<file path="src/rtl/ahb_block_master.sv">
// AHB-Lite initiator moving one 128-bit block as four pipelined word beats.
// Define AHB_BLOCK_MASTER_BURST_EN for INCR4/SEQ beats; default is SINGLE/NONSEQ beats.
module ahb_block_master #(
    parameter logic [31:0] DATA_ADDR = 32'h0000_0010,
    parameter logic [3:0]  HPROT_VAL = 4'b0011
) (
    input  logic         HCLK,
    input  logic         HRESET,
    input  logic         start_wr,
    input  logic         start_rd,
    input  logic [127:0] wr_block,
    input  logic         HREADY,
    input  logic [1:0]   HRESP,
    input  logic [31:0]  HRDATA,
    output logic [31:0]  HADDR,
    output logic [1:0]   HTRANS,
    output logic         HWRITE,
    output logic [2:0]   HSIZE,
    output logic [2:0]   HBURST,
    output logic [3:0]   HPROT,
    output logic [31:0]  HWDATA,
    output logic         busy,
    output logic         done,
    output logic         error,
    output logic [127:0] rd_block
);

    localparam logic [2:0] S_IDLE  = 3'd0;
    localparam logic [2:0] S_ADDR0 = 3'd1;
    localparam logic [2:0] S_BURST = 3'd2;
    localparam logic [2:0] S_LAST  = 3'd3;
    localparam logic [2:0] S_DONE  = 3'd4;
    localparam logic [2:0] S_ERR   = 3'd5;

    localparam logic [1:0] T_IDLE   = 2'b00;
    localparam logic [1:0] T_NONSEQ = 2'b10;
    localparam logic [1:0] R_OKAY   = 2'b00;
    localparam logic [1:0] R_ERROR  = 2'b01;

`ifdef AHB_BLOCK_MASTER_BURST_EN
    localparam logic [1:0] T_BEAT     = 2'b11;
    localparam logic [2:0] BURST_TYPE = 3'b011;
`else
    localparam logic [1:0] T_BEAT     = 2'b10;
    localparam logic [2:0] BURST_TYPE = 3'b000;
`endif

    logic [2:0]   state_q, state_d;
    logic [1:0]   cnt_q, cnt_d;
    logic         wr_q, wr_d;
    logic [127:0] wdata_q, wdata_d;
    logic [127:0] rbuf_q, rbuf_d;
    logic [127:0] rd_block_q, rd_block_d;
    logic [1:0]   data_beat;
    logic         err_first;

    // cnt_q names the beat in its address phase; in LAST it stays at 3 for the final data phase.
    assign data_beat = (state_q == S_LAST) ? cnt_q : cnt_q - 2'd1;
    assign err_first = (HRESP == R_ERROR) && !HREADY;

    always_comb begin
        state_d    = state_q;
        cnt_d      = cnt_q;
        wr_d       = wr_q;
        wdata_d    = wdata_q;
        rbuf_d     = rbuf_q;
        rd_block_d = rd_block_q;
        case (state_q)
            S_IDLE: begin
                if (start_wr) begin
                    state_d = S_ADDR0;
                    wr_d    = 1'b1;
                    wdata_d = wr_block;
                    cnt_d   = 2'd0;
                end else if (start_rd) begin
                    state_d = S_ADDR0;
                    wr_d    = 1'b0;
                    cnt_d   = 2'd0;
                end
            end
            S_ADDR0: begin
                if (HREADY) begin
                    state_d = S_BURST;
                    cnt_d   = 2'd1;
                end
            end
            S_BURST: begin
                if (err_first) begin
                    state_d = S_ERR;
                end else if (HREADY) begin
                    if (!wr_q && HRESP == R_OKAY)
                        rbuf_d[{~data_beat, 5'b00000} +: 32] = HRDATA;
                    if (cnt_q == 2'd3)
                        state_d = S_LAST;
                    else
                        cnt_d = cnt_q + 2'd1;
                end
            end
            S_LAST: begin
                if (err_first) begin
                    state_d = S_ERR;
                end else if (HREADY) begin
                    state_d = S_DONE;
                    if (!wr_q && HRESP == R_OKAY) begin
                        rbuf_d[{~data_beat, 5'b00000} +: 32] = HRDATA;
                        rd_block_d = rbuf_d;
                    end
                end
            end
            S_DONE:  state_d = S_IDLE;
            S_ERR:   state_d = S_IDLE;
            default: state_d = S_IDLE;
        endcase
    end

    always_ff @(posedge HCLK) begin
        if (HRESET) begin
            state_q    <= S_IDLE;
            cnt_q      <= '0;
            wr_q       <= 1'b0;
            wdata_q    <= '0;
            rbuf_q     <= '0;
            rd_block_q <= '0;
        end else begin
            state_q    <= state_d;
            cnt_q      <= cnt_d;
            wr_q       <= wr_d;
            wdata_q    <= wdata_d;
            rbuf_q     <= rbuf_d;
            rd_block_q <= rd_block_d;
        end
    end

    // Bus outputs decode from registered state only, so they hold through wait states.
    always_comb begin
        HTRANS = T_IDLE;
        HADDR  = '0;
        HWRITE = 1'b0;
        HWDATA = '0;
        case (state_q)
            S_ADDR0: begin
                HTRANS = T_NONSEQ;
                HADDR  = DATA_ADDR;
                HWRITE = wr_q;
            end
            S_BURST: begin
                HTRANS = T_BEAT;
                HADDR  = DATA_ADDR + {28'd0, cnt_q, 2'b00};
                HWRITE = wr_q;
                HWDATA = wr_q ? wdata_q[{~data_beat, 5'b00000} +: 32] : '0;
            end
            S_LAST: begin
                HWRITE = wr_q;
                HWDATA = wr_q ? wdata_q[{~data_beat, 5'b00000} +: 32] : '0;
            end
            default: ;
        endcase
        HSIZE  = (HTRANS != T_IDLE) ? 3'b010 : 3'b000;
        HBURST = (HTRANS != T_IDLE) ? BURST_TYPE : 3'b000;
    end

    assign HPROT    = HPROT_VAL;
    assign busy     = (state_q == S_ADDR0) || (state_q == S_BURST) || (state_q == S_LAST);
    assign done     = (state_q == S_DONE);
    assign error    = (state_q == S_ERR);
    assign rd_block = rd_block_q;

endmodule

</file>
<file path="config.mk">
export PLATFORM = sky130hd
export DESIGN_NAME = ahb_block_master
export DESIGN_NICKNAME = d
export VERILOG_FILES = /design/src/rtl/ahb_block_master.sv
export SDC_FILE = /design/constraint.sdc
export NUM_CORES = 1
export LEC_CHECK = 0
export BUFFER_PORTS_ARGS = -buffer_cell sky130_fd_sc_hd__buf_4
export CAP_MARGIN = 10
export CELL_PAD_IN_SITES_DETAIL_PLACEMENT = 0
export CELL_PAD_IN_SITES_GLOBAL_PLACEMENT = 1
export CORE_UTILIZATION = 37
export CTS_BUF_LIST = sky130_fd_sc_hd__clkbuf_4 sky130_fd_sc_hd__clkbuf_8
export DETAILED_ROUTE_END_ITERATION = 10
export GPL_TIMING_DRIVEN = 0
export HOLD_SLACK_MARGIN = 0.02
export PLACE_DENSITY_LB_ADDON = 0.05
export REMOVE_ABC_BUFFERS = 1
export SLEW_MARGIN = 20
export SYNTH_ARGS = -nofsm -noshare
export SYNTH_HDL_FRONTEND = slang
export SYNTH_SLANG_ARGS = --single-unit
</file>
<file path="constraint.sdc">
create_clock -name HCLK -period 2.9 [get_ports HCLK]
set_clock_uncertainty 0.1 [all_clocks]
set_input_delay 0.29 -clock HCLK [delete_from_list [all_inputs] [get_ports HCLK]]
set_output_delay 0.29 -clock HCLK [all_outputs]
set_load 0.01 [all_outputs]
</file>
## After elaboration in Yosys (flattened, before gate mapping)

Cells that the tools add are included.

| storage, ports and cells | value |
|---|---|
| bits in registers | 390 |
| bits of input ports | 167 |
| output and inout port bits | 208 |
| logic and storage cells | 76 |

| operators by class | value |
|---|---|
| add/subtract/negate cells | 4 |
| equality and inequality tests | 15 |
| shift operators | 3 |
| mux-type cells | 26 |
| bitwise gates (word level) | 2 |
| reduce and logical (&&, ||, !) cells | 20 |

Operators by type and width:

| operator | count |
|---|---|
| $bwmux W128 | 1 |
| $shift A32 B9 Y128 const A | 1 |
| $shiftx A128 B8 Y32 | 1 |
| $shiftx A32 B9 Y128 | 1 |
| $mux W32 | 2 |
| $mux W3 | 8 |
| $mux W2 | 9 |
| $ne A3 B3 Y1 const B | 4 |
| $pmux W3 S4 | 1 |
| $pmux W6 S2 | 1 |
| $neg A7 Y9 | 1 |
| $ne A2 B2 Y1 const B | 4 |
| $reduce_and A4 Y1 | 2 |
| $add A5 B4 Y6 const A | 1 |
| $eq A3 B2 Y1 const B | 2 |
| $eq A3 B3 Y1 const B | 2 |
| $pmux W2 S3 | 1 |
| $reduce_and A6 Y1 | 1 |
| $reduce_and A5 Y1 | 1 |
| $reduce_and A2 Y1 | 2 |
| $reduce_bool A2 Y1 | 2 |
| $reduce_or A2 Y1 | 2 |
| $eq A3 B1 Y1 const B | 1 |
| $logic_not A3 Y1 | 1 |
| 13 further kinds | 18 |

## Longest topological paths before layout

Gate-level depths: netlist of the first run.

| depth | value |
|---|---|
| word-level depth | 6 |
| depth in mapped cells | 9 |
| gate-level depth less buffers | 7 |

## Worst setup path before layout of the first run

Ideal clock, no wire load.

| path | value |
|---|---|
| kind | register -> register |
| start | register state_q[2] |
| end | register rd_block_q[94], in the netlist rd_block[94] |
| library setup time | 0.091 ns |
| arrival | 2.626 ns |
| required time | 2.709 ns |
| slack | 0.083 ns |
| cell stages (with the launch flop) | 10 |
| path buffers | 3 |
| clock period less this slack | 2.817 ns |
| cells stage by stage | dfxtp_1 nand3b_2 xnor2_2 buf_2 ha_1 nor3b_1 buf_1 clkbuf_1 nand3_1 a311oi_1 |

| between the ends | value |
|---|---|
| word-level cells in the longest chain between the ends | 6 |
| elaborated cells on any way between the ends | 8 |
| those cells by class | 1 x add/sub; 1 x eq/ne; 2 x shift; 2 x mux; 1 x bitwise; 1 x reduce/logical |

Ends and longest elaborated chain:

| what | RTL line | source |
|---|---|---|
| start, declared | 48 | `logic [2:0] state_q, state_d;` |
| start signal, assigned | 125 | `state_q <= state_d;` |
| $eq A3 B2 Y1 (*) | 58, 68 |  |
| $mux W2 | 58 | `assign data_beat = (state_q == S_LAST) ? cnt_q : cnt_q - 2'd1;` |
| $not A2 Y2 | 105 | `rbuf_d[{~data_beat, 5'b00000} +: 32] = HRDATA;` |
| $neg A7 Y9 | 105 |  |
| $shiftx A32 B9 Y128 or $shift A32 B9 Y128 (tied branches) | 105 |  |
| $bwmux W128 | 105 |  |
| end signal, assigned | 130 | `rd_block_q <= rd_block_d;` |
| end, declared | 53 | `logic [127:0] rd_block_q, rd_block_d;` |

Every way passes the cells marked *; elsewhere a longest branch is shown, timed or not.
A chain may end at the register's enable or synchronous reset.

## Worst setup path in the final report of the first run

| path | value |
|---|---|
| start | register state_q[2] |
| end | output port HWDATA[0] |

| between the ends | value |
|---|---|
| word-level cells in the longest chain between the ends | 6 |
| elaborated cells on any way between the ends | 8 |
| those cells by class | 2 x eq/ne; 1 x shift; 3 x mux; 1 x bitwise; 1 x reduce/logical |

Ends and longest elaborated chain:

| what | RTL line | source |
|---|---|---|
| $eq A3 B2 Y1 | 58, 140 |  |
| $mux W2 | 58 |  |
| $not A2 Y2 | 150, 154 |  |
| $shiftx A128 B8 Y32 | 150, 154 |  |
| $mux W32 | 150, 154 |  |
| $mux W32 (*) | n/a |  |
| end, declared | 21 | `output logic [31:0] HWDATA,` |

Marks and branches as above.

==> results, run 1 <==
- The run finished with clean final reports.
- The HPWL after detailed placement is 34700 um.
- The synthesized design contains 0 enable-type register cells.
- STA classifies the critical path startpoint as a flip-flop.
- The clock transition at the registers of the reported paths is 0.06 ns.
- The final setup violation count is 0.
- STA classifies the critical path endpoint as an output port.
- By startpoint and endpoint, the worst setup path is classified as flip-flop to output port.
- Global routing used 23.8% of the available tracks.
- The highest ir drop seen on vdd is 0.000758 V.
- The wire length of the first global-routing pass is 88400 um.
- The number of hold-slack violations in the final timing report came to 0.
- The minimum period implied by the final worst setup slack is 2.78 ns.
- met2 is the most crowded layer.
- In this run the number of H-tree levels came out at 3.
- The final design instance area without fill is 23500 um^2.
- TritonCTS built the clock tree.
- The die outline width is 215 um.
- Global routing consumed, on the met3 layer, 5.66% of the routing resources.
- Counting flops and latches in the post-synthesis netlist gives 390.
- After filler insertion, the fill cell instance count of the layout stands at 4300.
- The cell leakage power is 0.00861 uW.
- In this run the remaining antenna-violating nets after routing total 0.
- Data on the critical path arrives at its endpoint at 2.39 ns.
- The clock insertion delay at the later pin of the skew report is 0.63 ns.
- The detailed-route vias per instance is 5.20.
- The met1 layer usage reported by global route is 31.5%.
- Setup repair after global routing could not meet its margin everywhere.
- In this run the core area contains 77 standard-cell rows.
- The final-stage net count is 2637.
- A synthesized cell averages 8.14 um^2.
- Routability-driven placement finished with a final weighted congestion of 0.765.
- Once the floorplan was initialized, standard cells occupied 37.7% of the core.
- Global routing used 38.3% of the available met2 tracks.
- The floorplan step defined a die boundary enclosing 46300 um^2.
- Measured along the y axis, the die boundary spans 215 um.
- The growth of design area from synthesis to finish is 39.9%.
- The worst hold slack after final layout is 0.0704 ns.
- Headroom to the max-slew limit came out at 46.0%.
- The total of buffers placed on input and output ports is 335.
- For this run, design rule violations remaining after detail routing come to 0.
- The number of max-slew violations in the final report is 0.
- The TritonCTS buffer count is 70.
- At the worst endpoint, the required time is 2.51 ns.
- The peak fanout along the critical path is 14.
- The power density over the cells is 827 nW/um^2.
- The cell accounting for the most synthesized area is sky130_fd_sc_hd__dfxtp_1.
- Sorting the synthesized cells by how often they occur yields sky130_fd_sc_hd__dfxtp_1 (390), sky130_fd_sc_hd__nand2_1 (357), sky130_fd_sc_hd__a21oi_1 (230).
- The prevailing post-synth register cell is sky130_fd_sc_hd__dfxtp_1.
- After detailed routing, the average wire length per cell comes to 18.1 um.
- The cell count after placement is 2794.
- The share of synthesized area occupied by flip-flops and latches is 46.5%.
- Entering global routing, the biggest net connects 106 pins.
- The finished layout holds 3112 standard cells, fillers aside.
- The initial detailed-routing violation count is 997.
- Counting distinct cell types in the post-synthesis netlist gives 49.
- The via count of the first global-routing pass is 15500.
- After detailed routing, the total wire length is 56200 um.
- During I/O placement, the number of pins put on the boundary was 375.
- The maximum clock frequency is 359 MHz.
- The top cell type by area accounts for 46.5% of the synthesized area.
- The tightest min-delay check is of the input port to flip-flop type.
- The most used standard cell by instance count after synthesis is sky130_fd_sc_hd__dfxtp_1.
- The routed layout has 16200 vias.
- The mapped cell area is 16800 um^2.
- The share of synthesized registers carrying an async set or reset is 0%.
- After technology mapping, the gate count stands at 2064.
- The clock sink total is 390.
- Cells with a size suffix above 1 make up 22.5% of the layout.
- In the finished design, the share of the clock period the worst path needs comes to 96.0%.
- The total congestion overflow is 0.
- The yosys synthesis warning count is 0.
- The cell area after placement is 20000 um^2.
- The slew at the pin with the worst max-slew slack is 0.793 ns.
- The number of iterations in the first detailed-routing pass is 5.
- The placeable core area is 44500 um^2.
- The number of buffers on the longest clock path is 3.
- The initial antenna violation count is 7.
- The total of max-cap violations is 0.
- Yosys attributes the largest share of cell area to sky130_fd_sc_hd__dfxtp_1 (46%), sky130_fd_sc_hd__nand2_1 (8.0%), sky130_fd_sc_hd__a21oi_1 (6.9%), sky130_fd_sc_hd__a311oi_1 (6.5%), sky130_fd_sc_hd__nand3_1 (3.9%).
- The buffer cell driving the clock tree root is sky130_fd_sc_hd__clkbuf_8.
state kept, by name (all words and copies together), names as in the netlist:
signal and flops:
rbuf_q 128, state_q 3, wr_q 1, cnt_q 2, wdata_q 128, rd_block 128
cells by family after synthesis:
group           count (synthesis)  synth area share, %
compound gates                504                 19.0
buf+inv                       285                 7.77
flops                         390                 46.5
xor+xnor                        1               0.0969
other cells                     2               0.0447
fa+ha+maj                       4                0.298
simple gates                  811                 22.3
mux                            67                 4.02
area by class of cell:
class	count	area [um^2]	area share [%]
clock buffers	114	1430	6.09
repair buffers	572	5370	22.9
clock inverters	6	40.0	0.170
multi-input cells	1426	8050	34.2
flip-flops and latches	390	7820	33.3
diodes	6	15.0	0.0639
inverters	6	28.8	0.122
well taps	592	741	3.15
critical path, cell delays in order, from the launching register on:
cell and delay [ns]:
sky130_fd_sc_hd__dfxtp_4 0.37, sky130_fd_sc_hd__nand3b_4 0.19, sky130_fd_sc_hd__xnor2_4 0.20, sky130_fd_sc_hd__clkbuf_16 0.20, sky130_fd_sc_hd__buf_16 0.17, sky130_fd_sc_hd__buf_16 0.16, sky130_fd_sc_hd__mux2i_1 0.21, sky130_fd_sc_hd__o22ai_1 0.12
sky130_fd_sc_hd__buf_4 0.16
stage by stage:
step | util, % | TNS (ns) | power (uW) | worst slack (ns)
2_1_floorplan | - | -1278.12 | 9800 | -6.44
3_3_place_gp | 42.5 | -2809.28 | 11400 | -12.47
3_5_place_dp | 45.0 | -186.65 | 13500 | -1.46
4_1_cts | 52.4 | 0 | 19500 | 0.00738
5_1_grt | 52.8 | -0.0222 | 20500 | -0.0138
6_report | 52.8 | 0 | 19400 | 0.117
metal layers:
metal / up-vias / part of all wire, %
met5: - / 0.023
met4: 2 / 2.4
met3: 100 / 6.2
met2: 444 / 47
met1: 7619 / 44
li1: 8017 / -
layout by cell type (no fill, tap or decap), drive strengths merged, types with 39 or more instances in the layout:
| cell type | instances |
|---|---|
| buf | 409 |
| dfxtp | 390 |
| nand2 | 357 |
| a21oi | 230 |
| dlygate4sd3 | 162 |
| nand3 | 131 |
| nor2 | 129 |
| a311oi | 124 |
| clkbuf | 115 |
| nand4 | 96 |
| o21ai | 69 |
| nand2b | 68 |
| mux2i | 66 |
| conb | 39 |
report_power, final:
| part | internal (uW) | switching (uW) |
|---|---|---|
| sequential | 5800 | 262 |
| combinational | 3080 | 4860 |
| clock | 3110 | 2320 |
path summary, 6_finish.rpt:
| path | startpoint | to | slack, ns | cells after the start |
|---|---|---|---|---|
| worst max-delay path | state_q[2] | HWDATA[0] | 0.12 | 8 |
| worst min-delay path | start_wr | wdata_q[90] | 0.07 | 4 |
| worst max register to register | state_q[2] | rbuf_q[57] | 0.17 | 11 |
| worst min register to register | wdata_q[82] | wdata_q[82] | 0.35 | 2 |
repair_timing:
action	in CTS	in global routing
endpoints found under the hold margin	385	0
pin swaps	4	2
resized for setup	21	9
hold buffers	162	0
buffers inserted	17	13
endpoints found under the setup margin	275	78
Note: power is estimated with default switching activity, not from simulation.
==> inputs of run 2 (changes only) <==
- RECOVER_POWER: unset -> 50
==> results, run 2 (same netlist as run 1, synthesis figures left out) <==
- The number of max-slew violations in the final report came to 0.
- The area growth from synthesis to layout is 36.7%.
- The setup check on the worst reg-to-reg path leaves a slack of 0.14 ns.
- The worst setup path is captured at an output port.
- The maximum number of pins on one net before global-route repair is 106.
- The floorplan step defined a die boundary enclosing 46300 um^2.
- The number of standard-cell rows in the floorplan is 77.
- Across the run, the number of max-cap violations was 0.
- The worst register-to-register path ends at rbuf_q[53].
- The path depth of the worst reg2reg path is 10.
- The initial antenna violation count is 7.
- The number of iterations in the first detailed-routing pass is 5.
- The die outline width is 215 um.
- The setup TNS after final layout is 0 ns.
- The buffer cell driving the clock tree root is sky130_fd_sc_hd__clkbuf_8.
- The via count of the first global-routing pass is 15500.
- The final critical path takes up 95.3% of the cycle.
- Counting the fill cells in the layout gives 4416.
- The worst pin sits at a relative slew slack of 17.6%.
- The most common cell after layout, fill and taps aside is sky130_fd_sc_hd__dfxtp_1.
- Following the worst setup path forward leads to its endpoint at HWDATA[0].
- The count of nets left with antenna violations once routing finished came out at 0.
- Clock tree synthesis inserted a total of 70 buffers.
- The post-route netlist has 17.1% of its cells at a drive strength greater than 1.
- The clock transition at the registers of the reported paths is 0.05 ns.
- CTS built an H-tree with a depth of 3.
- The placed instances occupy a cell area of 20000 um^2.
- Leaving out fill and tap cells, the most frequent cells in the layout are sky130_fd_sc_hd__dfxtp_1 (385), sky130_fd_sc_hd__nand2_1 (356), sky130_fd_sc_hd__buf_4 (229), sky130_fd_sc_hd__a21oi_1 (228), sky130_fd_sc_hd__dlygate4sd3_1 (162).
- Using the TritonRoute via totals, the vias-per-cell ratio works out to 5.20.
- Summed over all cells, the static leakage comes to 0.00802 uW.
- The run finished with clean final reports.
- For the worst setup path, the data required time is 2.51 ns.
- The global-route total usage across every layer is 23.8%.
- The power density over the cells is 839 nW/um^2.
- Counting along the longest clock path gives a buffer depth of 3.
- The slew at the pin with the worst max-slew slack is 1.24 ns.
- The final design instance area without fill is 23000 um^2.
- The maximum clock frequency is 362 MHz.
- The TritonCTS clock tree is yes.
- The initial utilization of the core area, before any placement, comes to 37.7%.
- After layout, the minimum clock period comes to 2.76 ns.
- The final weighted congestion in routability-driven placement is 0.765.
- The critical setup path kind is flip-flop to output port.
- The total half-perimeter wirelength after legalization and detailed placement is 34700 um.
- The number of hold-slack violations in the final timing report is 0.
- The region available for standard cell placement spans 44500 um^2.
- Clock latency on the worst-skew pair, taken at its later pin, is 0.63 ns.
- Along the worst path, the maximum fanout reaches 14.
- The startpoint type of the worst setup path is a flip-flop.
- The wire length of the first global-routing pass is 88400 um.
- The initial detailed-routing violation count is 1025.
- Setup repair after global routing could not meet its margin everywhere.
- The average wire per standard cell is 18.1 um.
- The arrival time at the worst endpoint is 2.37 ns.
- The clock sink total is 390.
- The class of the most critical hold timing path is input port to flip-flop.
- The remaining design rule violation count is 0.
- Setup violations remaining at the end of the flow were counted as 0.
- The worst-case IR drop observed on VDD is 0.000754 V.
- The beginning of the worst register-to-register path is state_q[1].
- The total congestion overflow is 0.
- The launch point of the critical path is state_q[2].
- The number of primary I/O pins is 375.
- The total of buffers placed on input and output ports is 335.
- The die boundary height is 215 um.
- For this run, the post-layout net count is 2637.
- The detailed-route wire length is 56300 um.
- The routed layout has 16200 vias.
==> run 2: cell types whose count changed in the layout (fill, tap and decap cells not counted) <==
cell / previous run / this run
sky130_fd_sc_hd__and2_0: 0 / 1
sky130_fd_sc_hd__clkbuf_4: 22 / 23
sky130_fd_sc_hd__and2_1: 3 / 2
sky130_fd_sc_hd__nand2_4: 2 / 1
sky130_fd_sc_hd__o22ai_4: 1 / 0
sky130_fd_sc_hd__clkbuf_2: 0 / 2
sky130_fd_sc_hd__clkbuf_1: 0 / 134
sky130_fd_sc_hd__nor4bb_4: 1 / 0
sky130_fd_sc_hd__buf_4: 365 / 229
sky130_fd_sc_hd__nand2_1: 355 / 356
sky130_fd_sc_hd__nor4bb_2: 0 / 1
sky130_fd_sc_hd__buf_12: 8 / 7
sky130_fd_sc_hd__o22ai_2: 0 / 1
==> run 2: final cells by class <==
| class | instances | area, um^2 | share of cell area (%) |
|---|---|---|---|
| Antenna cell | 6 | 15.0 | 0.0654 |
| Timing Repair Buffer | 572 | 4850 | 21.1 |
| Clock inverter | 6 | 40.0 | 0.174 |
| Tap cell | 592 | 741 | 3.23 |
| Sequential cell | 390 | 7820 | 34.1 |
| Multi-Input combinational cell | 1426 | 8030 | 35.0 |
| Clock buffer | 114 | 1430 | 6.23 |
| Inverter | 6 | 28.8 | 0.125 |
==> run 2: power breakdown <==
group / total, uW / switching, uW / leakage [uW] / internal (uW)
clock network: 5420 / 2310 / 0.000784 / 3110
registers: 6060 / 260 / 0.00316 / 5800
logic: 7780 / 4830 / 0.00408 / 2950
total: 19300 / 7410 / 0.00802 / 11900
==> run 2: worst min-delay path by stage <==
stage	slack (ns)	cells past startpoint	end	startpoint
5_1_grt	0.07	4	cnt_q[1]	HREADY
4_1_cts	0.03	4	wdata_q[86]	start_wr
2_1_floorplan	0.26	1	cnt_q[0]	HRESET
3_3_place_gp	0.34	2	rbuf_q[85]	rbuf_q[85]
3_5_place_dp	0.34	2	rbuf_q[86]	rbuf_q[86]
6_report	0.10	4	cnt_q[1]	HREADY
==> run 2: worst max-delay path: stages, from the launching register on <==
cell and delay [ns]:
sky130_fd_sc_hd__dfxtp_4 0.36, sky130_fd_sc_hd__nand3b_4 0.19, sky130_fd_sc_hd__xnor2_4 0.20, sky130_fd_sc_hd__clkbuf_16 0.20
sky130_fd_sc_hd__buf_16 0.17, sky130_fd_sc_hd__buf_16 0.16, sky130_fd_sc_hd__mux2i_1 0.20, sky130_fd_sc_hd__o22ai_1 0.12
sky130_fd_sc_hd__buf_4 0.16
==> run 2: metrics by stage <==
step | setup WS, ns | power [uW] | utilization [%] | cells | hold slack [ns]
finish | 0.136 | 19300 | 51.6 | 3112 | 0.102
global route | -0.0138 | 20400 | 51.6 | 3111 | 0.0679
global placement | -12.47 | 11400 | 42.5 | 2749 | 0.338
CTS | 0.00738 | 19500 | 52.4 | 3093 | 0.0272
detailed placement | -1.46 | 13500 | 45.0 | 2794 | 0.344
floorplan | -6.44 | 9800 | - | 1822 | 0.259
==> run 2: layer usage <==
layer / track usage (%) / part of all wire [%] / vias to the layer above
met3: 5.66 / 6.1 / 97
met2: 38.3 / 47 / 452
met5: 0 / 0.023 / -
li1: - / - / 8016
met1: 31.5 / 45 / 7602
met4: 7.26 / 2.3 / 2
==> run 2: repair_timing <==
item                                    CTS  global route
endpoints found under the setup margin  275            78
endpoints found under the hold margin   385             0
gates resized for setup                  21             9
hold buffers                            162             0
pin swaps                                 4             2
setup buffers                            17            13
